<file path="config.mk">
export PLATFORM = sky130hd
export DESIGN_NAME = sprite_row_streamer
export DESIGN_NICKNAME = d
export VERILOG_FILES = /design/src/rtl/sprite_pkg.sv /design/src/rtl/sprite_row_buffer.sv /design/src/rtl/sprite_row_streamer.sv
export SDC_FILE = /design/constraint.sdc
export NUM_CORES = 1
export LEC_CHECK = 0
export ABC_AREA = 1
export BUFFER_PORTS_ARGS = -buffer_cell sky130_fd_sc_hd__buf_2
export CAP_MARGIN = 20
export CORE_ASPECT_RATIO = 1.4
export CORE_MARGIN = 1.5
export CORE_UTILIZATION = 60
export CTS_CLUSTER_SIZE = 12
export DETAILED_ROUTE_END_ITERATION = 10
export MAX_ROUTING_LAYER = met4
export PLACE_DENSITY = 0.77
export SLEW_MARGIN = 15
export SYNTH_ARGS = -nofsm -noshare
export SYNTH_HDL_FRONTEND = slang
export SYNTH_SLANG_ARGS = --single-unit
</file>
<file path="constraint.sdc">
create_clock -name clk -period 2 [get_ports clk]
set_input_delay 0.2 -clock clk [delete_from_list [all_inputs] [get_ports clk]]
set_output_delay 0.2 -clock clk [all_outputs]
set_load 0.02 [all_outputs]
</file>
<file path="src/rtl/sprite_pkg.sv">
// Shared sprite geometry, FSM state encoding and capture-tag bundle
// used by the sprite row streamer and its line buffer.
package sprite_pkg;

    localparam int SPRITE_W      = 64;
    localparam int SPRITE_H      = 64;
    localparam int ROM_WORD_W    = 16;
    localparam int WORDS_PER_ROW = 4;
    localparam int ROM_ADDR_W    = 8;
    localparam int PIX_IDX_W     = 6;
    localparam int WIDX_W        = 2;

    typedef enum logic [1:0] {
        ST_IDLE,
        ST_FETCH,
        ST_DRAIN,
        ST_STREAM
    } stream_state_t;

    typedef struct packed {
        logic              valid;
        logic [WIDX_W-1:0] widx;
    } cap_tag_t;

    // 63-p is the bitwise complement for a 6-bit index
    function automatic logic [PIX_IDX_W-1:0] pix_index(
        input logic [PIX_IDX_W-1:0] p,
        input logic                 flip
    );
        return flip ? ~p : p;
    endfunction

endpackage

</file>
<file path="src/rtl/sprite_row_buffer.sv">
// 4x16 sprite line buffer: word-indexed write, flip-aware pixel read.
// Pixel 0 is the MSB of word 0, pixel 63 the LSB of word 3.
module sprite_row_buffer
    import sprite_pkg::*;
(
    input  logic                  clk,
    input  logic                  reset_n,
    input  logic                  i_we,
    input  logic [WIDX_W-1:0]     i_widx,
    input  logic [ROM_WORD_W-1:0] i_wdata,
    input  logic [PIX_IDX_W-1:0]  i_pix,
    input  logic                  i_flip,
    output logic                  o_pix
);

    logic [ROM_WORD_W-1:0] r_words [WORDS_PER_ROW];
    logic [PIX_IDX_W-1:0]  w_idx;
    logic [ROM_WORD_W-1:0] w_word;

    always_ff @(posedge clk or negedge reset_n) begin
        if (!reset_n) begin
            for (int i = 0; i < WORDS_PER_ROW; i++) begin
                r_words[i] <= '0;
            end
        end else if (i_we) begin
            r_words[i_widx] <= i_wdata;
        end
    end

    always_comb begin
        w_idx  = pix_index(i_pix, i_flip);
        w_word = r_words[w_idx[5:4]];
        o_pix  = w_word[~w_idx[3:0]];
    end

endmodule

</file>
<file path="src/rtl/sprite_row_streamer.sv">
// Fetches one 64-pixel sprite row from the registered ROM into a line
// buffer and streams it as 1-bit beats with optional flip and scaling.
module sprite_row_streamer
    import sprite_pkg::*;
#(
    parameter int SCALE       = 1,
    parameter int ROM_LATENCY = 2
) (
    input  logic                  clk,
    input  logic                  reset_n,
    input  logic                  start,
    input  logic [5:0]            row,
    input  logic                  h_flip,
    output logic                  busy,
    output logic [ROM_ADDR_W-1:0] rom_addr,
    input  logic [ROM_WORD_W-1:0] rom_data,
    output logic                  pix_valid,
    input  logic                  pix_ready,
    output logic                  pix_data,
    output logic                  pix_last
);

    localparam logic [1:0]           REP_MAX   = 2'(SCALE - 1);
    localparam logic [PIX_IDX_W-1:0] PIX_MAX   = PIX_IDX_W'(SPRITE_W - 1);
    localparam logic [WIDX_W-1:0]    WIDX_LAST = WIDX_W'(WORDS_PER_ROW - 1);
    localparam logic [WIDX_W-1:0]    WIDX_PEN  = WIDX_W'(WORDS_PER_ROW - 2);

    stream_state_t r_state;
    stream_state_t w_state_nxt;

    logic [ROM_ADDR_W-1:0] r_rom_addr;
    logic [WIDX_W-1:0]     r_widx;
    logic                  r_flip;
    cap_tag_t              r_pipe [ROM_LATENCY];
    logic [PIX_IDX_W-1:0]  r_pix;
    logic [1:0]            r_rep;
    logic                  r_valid;
    logic                  r_last;

    logic                  w_issue_first;
    logic                  w_issue_next;
    logic                  w_cap;
    logic                  w_cap_last;
    logic                  w_stream_go;
    logic                  w_fire;
    logic                  w_rep_wrap;
    logic                  w_row_done;
    logic [1:0]            w_rep_nxt;
    logic [PIX_IDX_W-1:0]  w_pix_nxt;
    logic                  w_buf_pix;

    always_ff @(posedge clk or negedge reset_n) begin
        if (!reset_n) begin
            r_state <= ST_IDLE;
        end else begin
            r_state <= w_state_nxt;
        end
    end

    always_comb begin
        w_state_nxt = r_state;
        unique case (r_state)
            ST_IDLE: begin
                if (start) w_state_nxt = ST_FETCH;
            end
            ST_FETCH: begin
                if (r_widx == WIDX_PEN) w_state_nxt = ST_DRAIN;
            end
            ST_DRAIN: begin
                if (w_cap_last) w_state_nxt = ST_STREAM;
            end
            ST_STREAM: begin
                if (w_row_done) w_state_nxt = ST_IDLE;
            end
            default: w_state_nxt = ST_IDLE;
        endcase
    end

    always_comb begin
        w_issue_first = (r_state == ST_IDLE) && start;
        w_issue_next  = (r_state == ST_FETCH);
        w_cap         = r_pipe[ROM_LATENCY-1].valid;
        w_cap_last    = w_cap && (r_pipe[ROM_LATENCY-1].widx == WIDX_LAST);
        w_stream_go   = (r_state == ST_DRAIN) && w_cap_last;
        w_fire        = r_valid && pix_ready;
        w_rep_wrap    = (r_rep == REP_MAX);
        w_row_done    = w_fire && w_rep_wrap && (r_pix == PIX_MAX);
        w_rep_nxt     = w_rep_wrap ? 2'd0 : r_rep + 2'd1;
        w_pix_nxt     = w_rep_wrap ? r_pix + 6'd1 : r_pix;
        busy          = (r_state != ST_IDLE);
    end

    // Address generation and read-tag pipeline
    always_ff @(posedge clk or negedge reset_n) begin
        if (!reset_n) begin
            r_rom_addr <= '0;
            r_widx     <= '0;
            r_flip     <= 1'b0;
            for (int i = 0; i < ROM_LATENCY; i++) begin
                r_pipe[i] <= '0;
            end
        end else begin
            if (w_issue_first) begin
                r_rom_addr <= {row, 2'b00};
                r_widx     <= '0;
                r_flip     <= h_flip;
            end else if (w_issue_next) begin
                r_rom_addr <= r_rom_addr + 8'd1;
                r_widx     <= r_widx + 2'd1;
            end
            r_pipe[0].valid <= w_issue_first || w_issue_next;
            r_pipe[0].widx  <= w_issue_first ? '0 : r_widx + 2'd1;
            for (int i = 1; i < ROM_LATENCY; i++) begin
                r_pipe[i] <= r_pipe[i-1];
            end
        end
    end

    // Beat sequencing; outputs only move on a handshake
    always_ff @(posedge clk or negedge reset_n) begin
        if (!reset_n) begin
            r_pix   <= '0;
            r_rep   <= '0;
            r_valid <= 1'b0;
            r_last  <= 1'b0;
        end else if (w_stream_go) begin
            r_pix   <= '0;
            r_rep   <= '0;
            r_valid <= 1'b1;
            r_last  <= 1'b0;
        end else if (w_fire) begin
            r_pix <= w_pix_nxt;
            r_rep <= w_rep_nxt;
            if (w_row_done) begin
                r_valid <= 1'b0;
                r_last  <= 1'b0;
            end else begin
                r_last <= (w_pix_nxt == PIX_MAX) && (w_rep_nxt == REP_MAX);
            end
        end
    end

    sprite_row_buffer u_buf (
        .clk     (clk),
        .reset_n (reset_n),
        .i_we    (w_cap),
        .i_widx  (r_pipe[ROM_LATENCY-1].widx),
        .i_wdata (rom_data),
        .i_pix   (r_pix),
        .i_flip  (r_flip),
        .o_pix   (w_buf_pix)
    );

    assign rom_addr  = r_rom_addr;
    assign pix_valid = r_valid;
    assign pix_last  = r_last;
    assign pix_data  = r_valid & w_buf_pix;

endmodule

</file>
Yosys cells after proc, flatten, opt, wreduce, memory -nomap -nowiden
Cells that the tools add are included.
{"block": "totals", "ff_bits": 93, "latchBits": 0, "ramBits": 0, "mem_bits_ro": 0, "output_inout_bits": 12, "n_memories": 0}
{"block": "classes", "n_addsub": 4, "mul": 0, "div_mod_pow": 0, "n_lt_le_gt_ge": 4, "eq_ne": 11, "shift": 0, "mux": 31, "bitwise_logic": 5, "n_reduce_logical": 18}
{"op": "bitwise mux 64 bit", "n": 1}
{"op": "two-way mux 16 bit", "n": 3}
{"op": "binary-select mux 16 bit (select 2 bit)", "n": 1}
{"op": "demux 16 bit (select 2 bit)", "n": 1}
{"op": "two-way mux 6 bit", "n": 4}
{"op": "two-way mux 2 bit", "n": 10}
{"op": "two-way mux 8 bit", "n": 2}
{"op": "== test 6 bit, second input constant", "n": 2}
{"op": "adder 8 x 1 -> 8 bit, second input constant", "n": 1}
{"op": "== test 2 bit, second input constant", "n": 4}
{"op": "logical AND 1 bit", "n": 8}
{"op": "case mux 2 bit (4 select lines)", "n": 1}
{"op": "nonzero test 2 bit", "n": 4}
{"op": "two-way mux 1 bit", "n": 7}
{"op": "adder 6 x 1 -> 6 bit, second input constant", "n": 1}
{"op": ">= comparator 3 bit, second input constant", "n": 2}
{"op": "logical NOT 2 bit", "n": 3}
{"op": "inequality test 2 bit, second input constant", "n": 3}
{"op": "NOT 2 -> 3 bit", "n": 2}
{"op": "NOT 6 bit", "n": 1}
{"op": "< comparator 4 x 5 -> 1 bit, second input constant", "n": 1}
{"op": "adder 2 x 1 -> 2 bit, second input constant", "n": 2}
{"op": "binary-select mux 1 bit (select 4 bit)", "n": 1}
{"op": "NOT 4 bit", "n": 1}
{"op": "other kinds (7)", "n": 7}

Logic depth before layout (Yosys ltp)
Gate-level depths: netlist of run 1.
{"block": "logic_depth", "depth_word": 9, "mapped_depth": 13, "ltp_nobuf": 11}

Cells and area by module
A second synthesis of run 1 with hierarchy kept.
{"block": "unflattened", "cells_unflattened": 642, "area_unflattened_um2": 4879.7}
{"mod": "sprite_row_buffer", "instances": 1, "cells_per_inst": 440, "area_per_inst_um2": 3316.9, "seq_area_each_um2": 1601.5}
{"mod": "sprite_row_streamer", "instances": 1, "cells_per_inst": 202, "area_per_inst_um2": 1562.7, "seq_area_each_um2": 725.7}

Least setup slack after synthesis of run 1
Ideal clock, no wire load.
{"block": "synth_timing", "path_type": "flip-flop to output port", "start": "reg r_flip", "end": "out pix_data", "arrival_ns": 1.587, "path_slack_ns": 0.213, "stages_incl_launch_ff": 14, "path_cell_list": "dfrtp_1 buf_6 inv_4 nand2_2 nand2_4 buf_6 nand2_1 nand3_1 nand3_1 nand3_1 nand3_1 nand3_1 nand2_1 nor2_1"}
{"block": "synth_between", "elab_chain_cells": 8, "word_cells_on_any_way": 9, "classes_between": "6 x mux; 3 x bitwise"}
{"item": "from (decl)", "line_no": "sprite_row_streamer.sv:33", "source": "logic r_flip;"}
{"item": "from (signal assigned)", "line_no": "sprite_row_streamer.sv:106", "source": "r_flip <= h_flip;"}
{"item": "two-way mux 6 bit (*)", "line_no": "sprite_pkg.sv:30", "source": "return flip ? ~p : p;"}
{"item": "NOT 2 -> 3 bit (not written as such)", "line_no": "sprite_row_buffer.sv:32", "source": "w_word = r_words[w_idx[5:4]];"}
{"item": "binary-select mux 16 bit (select 2 bit)", "line_no": "sprite_row_buffer.sv:32"}
{"item": "two-way mux 16 bit (not written as such) (2 in series)", "line_no": "sprite_row_buffer.sv:32"}
{"item": "binary-select mux 1 bit (select 4 bit) (*)", "line_no": "sprite_row_buffer.sv:33", "source": "o_pix = w_word[~w_idx[3:0]];"}
{"item": "two-way mux 1 bit (not written as such) (*)", "line_no": "sprite_row_buffer.sv:33"}
{"item": "bitwise AND 1 bit (*)", "line_no": "sprite_row_streamer.sv:157", "source": "assign pix_data = r_valid & w_buf_pix;"}
{"item": "to (decl)", "line_no": "sprite_row_streamer.sv:19", "source": "output logic pix_data,"}
Mark *: on every way between the ends. The rest lies on a longest branch, timed or not. The select of a mux whose other input is x is not followed.

Worst setup path in the final report of run 1
{"block": "layout_timing", "start": "reg r_pix[4]", "end": "out pix_data"}
{"block": "layout_between", "elab_chain_cells": 9}
{"item": "from (decl)", "line_no": "sprite_row_streamer.sv:35", "source": "logic [PIX_IDX_W-1:0] r_pix;"}
{"item": "from (signal assigned)", "line_no": "sprite_row_streamer.sv:132", "source": "r_pix <= w_pix_nxt;"}
{"item": "NOT 6 bit", "line_no": "sprite_pkg.sv:30"}
{"item": "two-way mux 6 bit (*)", "line_no": "sprite_pkg.sv:30"}
{"item": "NOT 2 -> 3 bit (not written as such) (*)", "line_no": "sprite_row_buffer.sv:32"}
{"item": "binary-select mux 16 bit (select 2 bit) (*)", "line_no": "sprite_row_buffer.sv:32"}
{"item": "two-way mux 16 bit (not written as such) (*) (2 in series)", "line_no": "sprite_row_buffer.sv:32"}
{"item": "binary-select mux 1 bit (select 4 bit) (*)", "line_no": "sprite_row_buffer.sv:33"}
{"item": "two-way mux 1 bit (not written as such) (*)", "line_no": "sprite_row_buffer.sv:33"}
{"item": "bitwise AND 1 bit (*)", "line_no": "sprite_row_streamer.sv:157"}
Marks and branches as above.

==> run metrics, run 1 <==
status=complete, but fails checks; failing checks=setup timing; syn_nets=578; Comb power frac=55.2%; Ant. Diodes=0; gr usage total=30.1%; post-route setup TNS=-0.358 ns; Overflow after GRT=0; Post-synth EDFFs=0; Sw Ratio=45.9%; number of H-tree levels=3; met2 Usage GRT=49.9%; CP endpoint kind=output port; clock sink total=93; vias in the first global route=3,927; Total Wirelength=11,800 um; Tcrit/Tclk final=118%; share of cells above drive strength 1=between 20% and 30%; worst hold path type=in -> reg; Final Slew Violations=0; FP Rows=37; GRT Max-Usage Layer=met2; worst path setup slack after routing=-0.358 ns; RSZ-0062 raised after global routing=yes; crit path DAT=2.16 ns; Max Cap Viol=0; DP HPWL=roughly 6900 um; WHS=0.0588 ns; CTS buffer count=9; clock share of power=12.9%; clock skew=0.00728 ns; Initial Utilization=62.1%; Yosys top cell area share=50.9%; post-synthesis average cell area=~8.5 um^2; fin area=0.00559 mm^2; Max transition margin=60.2%; DRT iter0 DRCs=~580; worst slack, placed=0.0487 ns; min Tclk post-route=2.36 ns; Routed WL per cell=roughly 17 um; Reg power frac=31.9%; first-pass GRT wire length=approximately 18,000 um; CP Launch Type=register; Seq/Total Area, Yosys=50.9%; GRT met1 Usage=34.9%; largest net degree at the start of global routing=50; die height=106 um; GR met3 Demand/Resource=4.64%; nets@finish=635; CTS tree=built; Tot Pwr=11.0 mW; routed vias=between 4,000 and 5,000; Finish-stage setup viols=1; DRC=0; Main synth FF type=dfrtp_1; Req. time, crit path=1.80 ns; clk root buf=clkbuf_8; I/O pin cnt=39; async set-reset flop share out of synthesis=between 90% and 100%; Core Area=0.00736 mm^2; net switching power=5.06 mW; Clk Latency, worst-skew pair=0.36 ns; Slew @ Worst Pin=0.593 ns; Max Clock Freq=around 420 MHz; synthesis-to-layout area growth=22.3%; top cells by count, synth=nand2_1 (153), dfrtp_1 (93), nand3_1 (79); Routed Antenna Nets=0; Vias/cell=around 6.0; Mapped Cells=541; Clock Tree Buf Depth=2; Crit Path Max Fanout=8; mapped cell area=0.00457 mm^2; Leak=2.73 nW; CP Class=reg -> out; top-count cell post-synth=nand2_1; register bit count reported by yosys=93; largest vdd supply drop=1.23 mV; Port Buffers=38; Area after DPL=between 0.004 and 0.005 mm^2; die footprint=0.00816 mm^2; Yosys top cell by area=dfrtp_1; Int Pwr=5.98 mW; Die X=76.8 um; DRT Pass-1 Iters=8; initial antenna violation count=0; gpl congestion=just under 0.9; Worst-path clk slew=~0.09 ns; final hold violation count=0; PwrDens=approximately 2000 mW/mm^2; Synth warnings=0; Area contributors post-synth=dfrtp_1 (51%), nand2_1 (13%), nand3_1 (8.6%); synth unique cells=30
-- power by group through the flow --
stage / Sequential [mW] / Clock [mW] / Combinational, mW
after floorplan: 3.33 / 0 / 3.45
after global placement: 3.43 / 0 / 4.26
after detailed placement: 3.46 / 0 / 4.42
after CTS: 3.45 / 1.43 / 4.84
after global routing: 3.61 / 1.52 / 6.66
final: 3.52 / 1.42 / 6.09
-- kinds of logic (layout without fill, tap and decap cells) --
group           count (synthesis)  count (layout)  synth area share, %
simple gates                  268             275                 25.5
flops                          93              93                 50.9
compound gates                 96              96                 10.9
mux                             1               1                0.246
xor+xnor                       11              11                 2.85
fa+ha+maj                      10              10                 2.74
buf+inv                        62             117                 6.84
-- layout by cell type (no fill, tap or decap), drive strengths merged, types with 2 or more instances in the layout --
cell and instances:
xor2 4, nor2 21, nand2 166, nand3 82
o21ai 78, inv 36, ha 10, a31oi 2
a21oi 7, clkbuf 12, o22ai 6, buf 62
dfrtp 93, clkinv 3, nor3 5, xnor2 7
bufinv 3
-- critical path, stage by stage (launching register included) --
cell and delay [ns]:
dfrtp_2 0.50, clkinv_4 0.13, nand2_8 0.07, buf_12 0.15, nand2_8 0.10, nand2_1 0.07
nand3_1 0.11, nand3_2 0.09, nand3_1 0.09, nand3_1 0.09, nand3_2 0.08, nand2_2 0.07
nor2_4 0.12, buf_6 0.12
-- cell type report --
cell class / count / area [um^2]
sequential: 93 / 2330
tap: 97 / 121
clock buffer: 12 / 155
multi-input combinational: 393 / 2300
clock inverter: 4 / 70.1
timing repair buffer: 63 / 450
fill: 475 / 1770
inverter: 38 / 164
-- metal layers --
metal  vias to the layer above  part of all wire, %  routed length, um
li1                       1905                    -                  -
met1                      1975                   38               4440
met2                       234                   51               6010
met3                        65                  6.2                735
met4                         0                  5.2                619
met5                         -                    0                  0
-- final timing paths --
| kind | from | to | slack, ns | cells after the start |
|---|---|---|---|---|
| max in group asynchronous | reset_n | u_buf.r_words[41]$_DFFE_PN0P_ | 1.13 | 3 |
| min reg2reg | r_pipe[3]$_DFF_PN0_ | r_pipe[0]$_DFF_PN0_ | 0.35 | 0 |
| max | r_pix[4]$_DFFE_PN0P_ | pix_data | -0.36 | 13 |
| min | h_flip | r_flip$_DFFE_PN0P_ | 0.06 | 3 |
| min in group asynchronous | reset_n | u_buf.r_words[2]$_DFFE_PN0P_ | 0.27 | 2 |
| max reg2reg | r_rep[0]$_DFFE_PN0P_ | r_state[0]$_DFFE_PN0P_ | 0.28 | 9 |
-- registers in the layout, summed over array words and instances (netlist names) --
signal         flops
pix_last           1
pix_valid          1
r_flip             1
r_pipe             5
r_pix              6
r_rep              2
r_state            2
r_widx             2
rom_addr           8
u_buf.r_words     64
w_cap              1
-- timing repair --
action | 4_1_cts | 5_1_grt
hold buffers | 1 | 0
buffers inserted | 3 | 4
setup endpoints to repair | 1 | 1
gates cloned | 4 | 3
pin swaps | 3 | 27
resized for setup | 11 | 57
endpoints found under the hold margin | 23 | 0
-- per-stage QoR --
| step | utilization (%) | instances |
|---|---|---|
| 6_report | 76.0 | 700 |
| 2_1_floorplan | - | 541 |
| 3_5_place_dp | 66.4 | 669 |
| 4_1_cts | 71.1 | 693 |
| 5_1_grt | 76.0 | 700 |
| 3_3_place_gp | 66.4 | 669 |
Power figures use the tool's default switching activity.
==> run 2, diff against run 1 <==
GPL_TIMING_DRIVEN = 0   (was default)
==> run 2 against run 1 <==
Effect of this change:
- the flow still finishes with violations (setup timing)
- non-clock buffer count increased by 24
- clock skew rose by 0.0027 ns
- die area stayed put
- critical path type unchanged
- sequential cell count unchanged
- total power up 8.0%
- routed wire length grew 17%
- register-to-register slack worse by 0.14 ns
- critical path depth is 2 higher
==> run metrics, run 2 (same netlist as run 1, synthesis figures left out) <==
largest vdd supply drop=1.12 mV (-9.0%); die footprint=0.00816 mm^2 (unchanged); CTS tree=built; DRC=0 (unchanged); first-pass GRT wire length=21,200 um (+16%); crit path DAT=2.31 ns (+0.15 ns); DRT iter0 DRCs=545 (-5.9%); Hold Path End=r_flip$_DFFE_PN0P_; PwrDens=2060 mW/mm^2 (+4.4%); Min-Delay Startpoint=h_flip; reg2reg end=r_widx[1]$_DFFE_PN0P_; RR Startpoint=r_state[1]$_DFFE_PN0P_; Finish-stage setup viols=1 (unchanged); vias in the first global route=4,282 (+9.0%); status=complete, but fails checks; setup slack, reg-to-reg=0.14 ns (-0.14 ns); Crit Path Max Fanout=6 (-2); commonest non-fill, non-tap cell in the layout=nand2_1; Tot Pwr=11.9 mW (+8.0%); Clk Latency, worst-skew pair=0.38 ns (+0.02 ns); clk root buf=clkbuf_8; largest net degree at the start of global routing=55 (+10%); die height=106 um (unchanged); Clock Tree Buf Depth=2 (unchanged); final hold violation count=0 (unchanged); Ant. Diodes=0 (unchanged); Max Clock Freq=398 MHz (-6.2%); Overflow after GRT=0 (unchanged); WHS=0.0440 ns (-0.0149 ns); Port Buffers=38 (unchanged); Worst-path clk slew=0.09 ns (about the same); CTS buffer count=9 (unchanged); GRT met1 Usage=39.4% (+4.5 points); failing checks=setup timing; worst slack, placed=-0.108 ns (-0.157 ns); commonest non-fill, non-tap cells in the layout=nand2_1 (146), dfrtp_1 (92), o21ai_0 (78); Req. time, crit path=1.80 ns (about the same); Total Wirelength=13,900 um (+17%); worst path setup slack after routing=-0.513 ns (-0.156 ns); met2 Usage GRT=58.3% (+8.3 points); Routed WL per cell=19.3 um (+15%); RSZ-0062 raised after global routing=yes; FP Rows=37 (unchanged); clock sink total=93 (unchanged); fin area=0.00578 mm^2 (+3.4%); DP HPWL=7920 um (+15%); I/O pin cnt=39 (unchanged); initial antenna violation count=0 (unchanged); number of H-tree levels=3 (unchanged); Initial Utilization=62.1% (unchanged); gr usage total=35.3% (+5.2 points); Vias/cell=6.08 (+1.9%); CP endpoint kind=output port; clock skew=0.00999 ns (+0.00271 ns); Tcrit/Tclk final=126% (+7.8 points); DRT Pass-1 Iters=7 (-1); share of cells above drive strength 1=23.7% (+0.16 points); gpl congestion=0.915 (+4.5%); min Tclk post-route=2.51 ns (+0.156 ns); R2R depth=5 (-4); Die X=76.8 um (unchanged); Biggest register=u_buf.r_words; Leak=2.82 nW (+3.4%); nets@finish=652 (+2.7%); Max Cap Viol=0 (unchanged); GRT Max-Usage Layer=met2; Final Slew Violations=0 (unchanged); Largest register FFs=64 (unchanged); GR met3 Demand/Resource=4.64% (unchanged); hold path depth=3 (unchanged); Area after DPL=0.00491 mm^2 (+0.59%); CP Launch Type=register; Max transition margin=56.6% (-3.6 points); worst hold path type=in -> reg; synthesis-to-layout area growth=26.5%; Core Area=0.00736 mm^2 (unchanged); CP Class=reg -> out; Slew @ Worst Pin=0.651 ns (+0.0582 ns); Routed Antenna Nets=0 (unchanged); routed vias=4,360 (+4.3%)
run 2: critical path, stage by stage (launching register included):
cell and delay (ns):
dfrtp_1 0.41, buf_12 0.16, clkinv_8 0.06, nand2_8 0.06, nand2_8 0.10, buf_12 0.11
buf_16 0.11, nand2_1 0.09, nand3_1 0.14, nand3_2 0.08, nand3_2 0.07, nand3_2 0.08
nand3_2 0.06, nand2_1 0.06, nor2_1 0.16, buf_4 0.17
run 2: repair_timing:
action                                 4_1_cts  5_1_grt
setup endpoints to repair                    1        6
setup buffers                               15        4
resized for setup                           56       26
cloned                                       5        0
hold buffers                                 1        0
endpoints found under the hold margin       39        0
pin swaps                                   16       14
run 2: worst max path at each step:
| stage | from | end | slack [ns] | cells after the start |
|---|---|---|---|---|
| after floorplan | r_flip$_DFFE_PN0P_ | pix_data | 0.21 | 13 |
| after global placement | r_flip$_DFFE_PN0P_ | pix_data | -0.1 | 11 |
| after detailed placement | r_flip$_DFFE_PN0P_ | pix_data | -0.11 | 11 |
| after CTS | r_flip$_DFFE_PN0P_ | pix_data | -0.36 | 11 |
| after global routing | r_flip$_DFFE_PN0P_ | pix_data | -0.58 | 15 |
| final | r_flip$_DFFE_PN0P_ | pix_data | -0.51 | 15 |
run 2: through the flow:
step / util [%] / instances / TNS, ns
finish: 78.6 / 717 / -0.513
CTS: 76.4 / 714 / -0.357
global placement: 66.3 / 676 / -6.63
global route: 78.6 / 717 / -0.601
floorplan: - / 541 / 0
detailed placement: 66.8 / 677 / -0.108
run 2: per-layer routing:
layer | up-vias | part of all wire (%)
li1 | 1932 | -
met1 | 2067 | 36
met2 | 270 | 50
met3 | 91 | 6.6
met4 | 0 | 7.2
met5 | - | 0
run 2: area by class of cell:
type / instances / area [um^2]
clock buffer: 14 / 173
buffer: 23 / 181
clock inverter: 2 / 16.3
sequential: 93 / 2330
tap: 97 / 121
fill: 470 / 1580
multi-input combinational: 386 / 2240
timing repair buffer: 64 / 553
inverter: 38 / 171
run 2: power by group:
| group | leakage, nW | switching, mW | internal [mW] |
|---|---|---|---|
| logic | 1.62 | 4.13 | 3.09 |
| clock network | 0.0929 | 0.668 | 0.558 |
| registers | 1.11 | 0.682 | 2.79 |
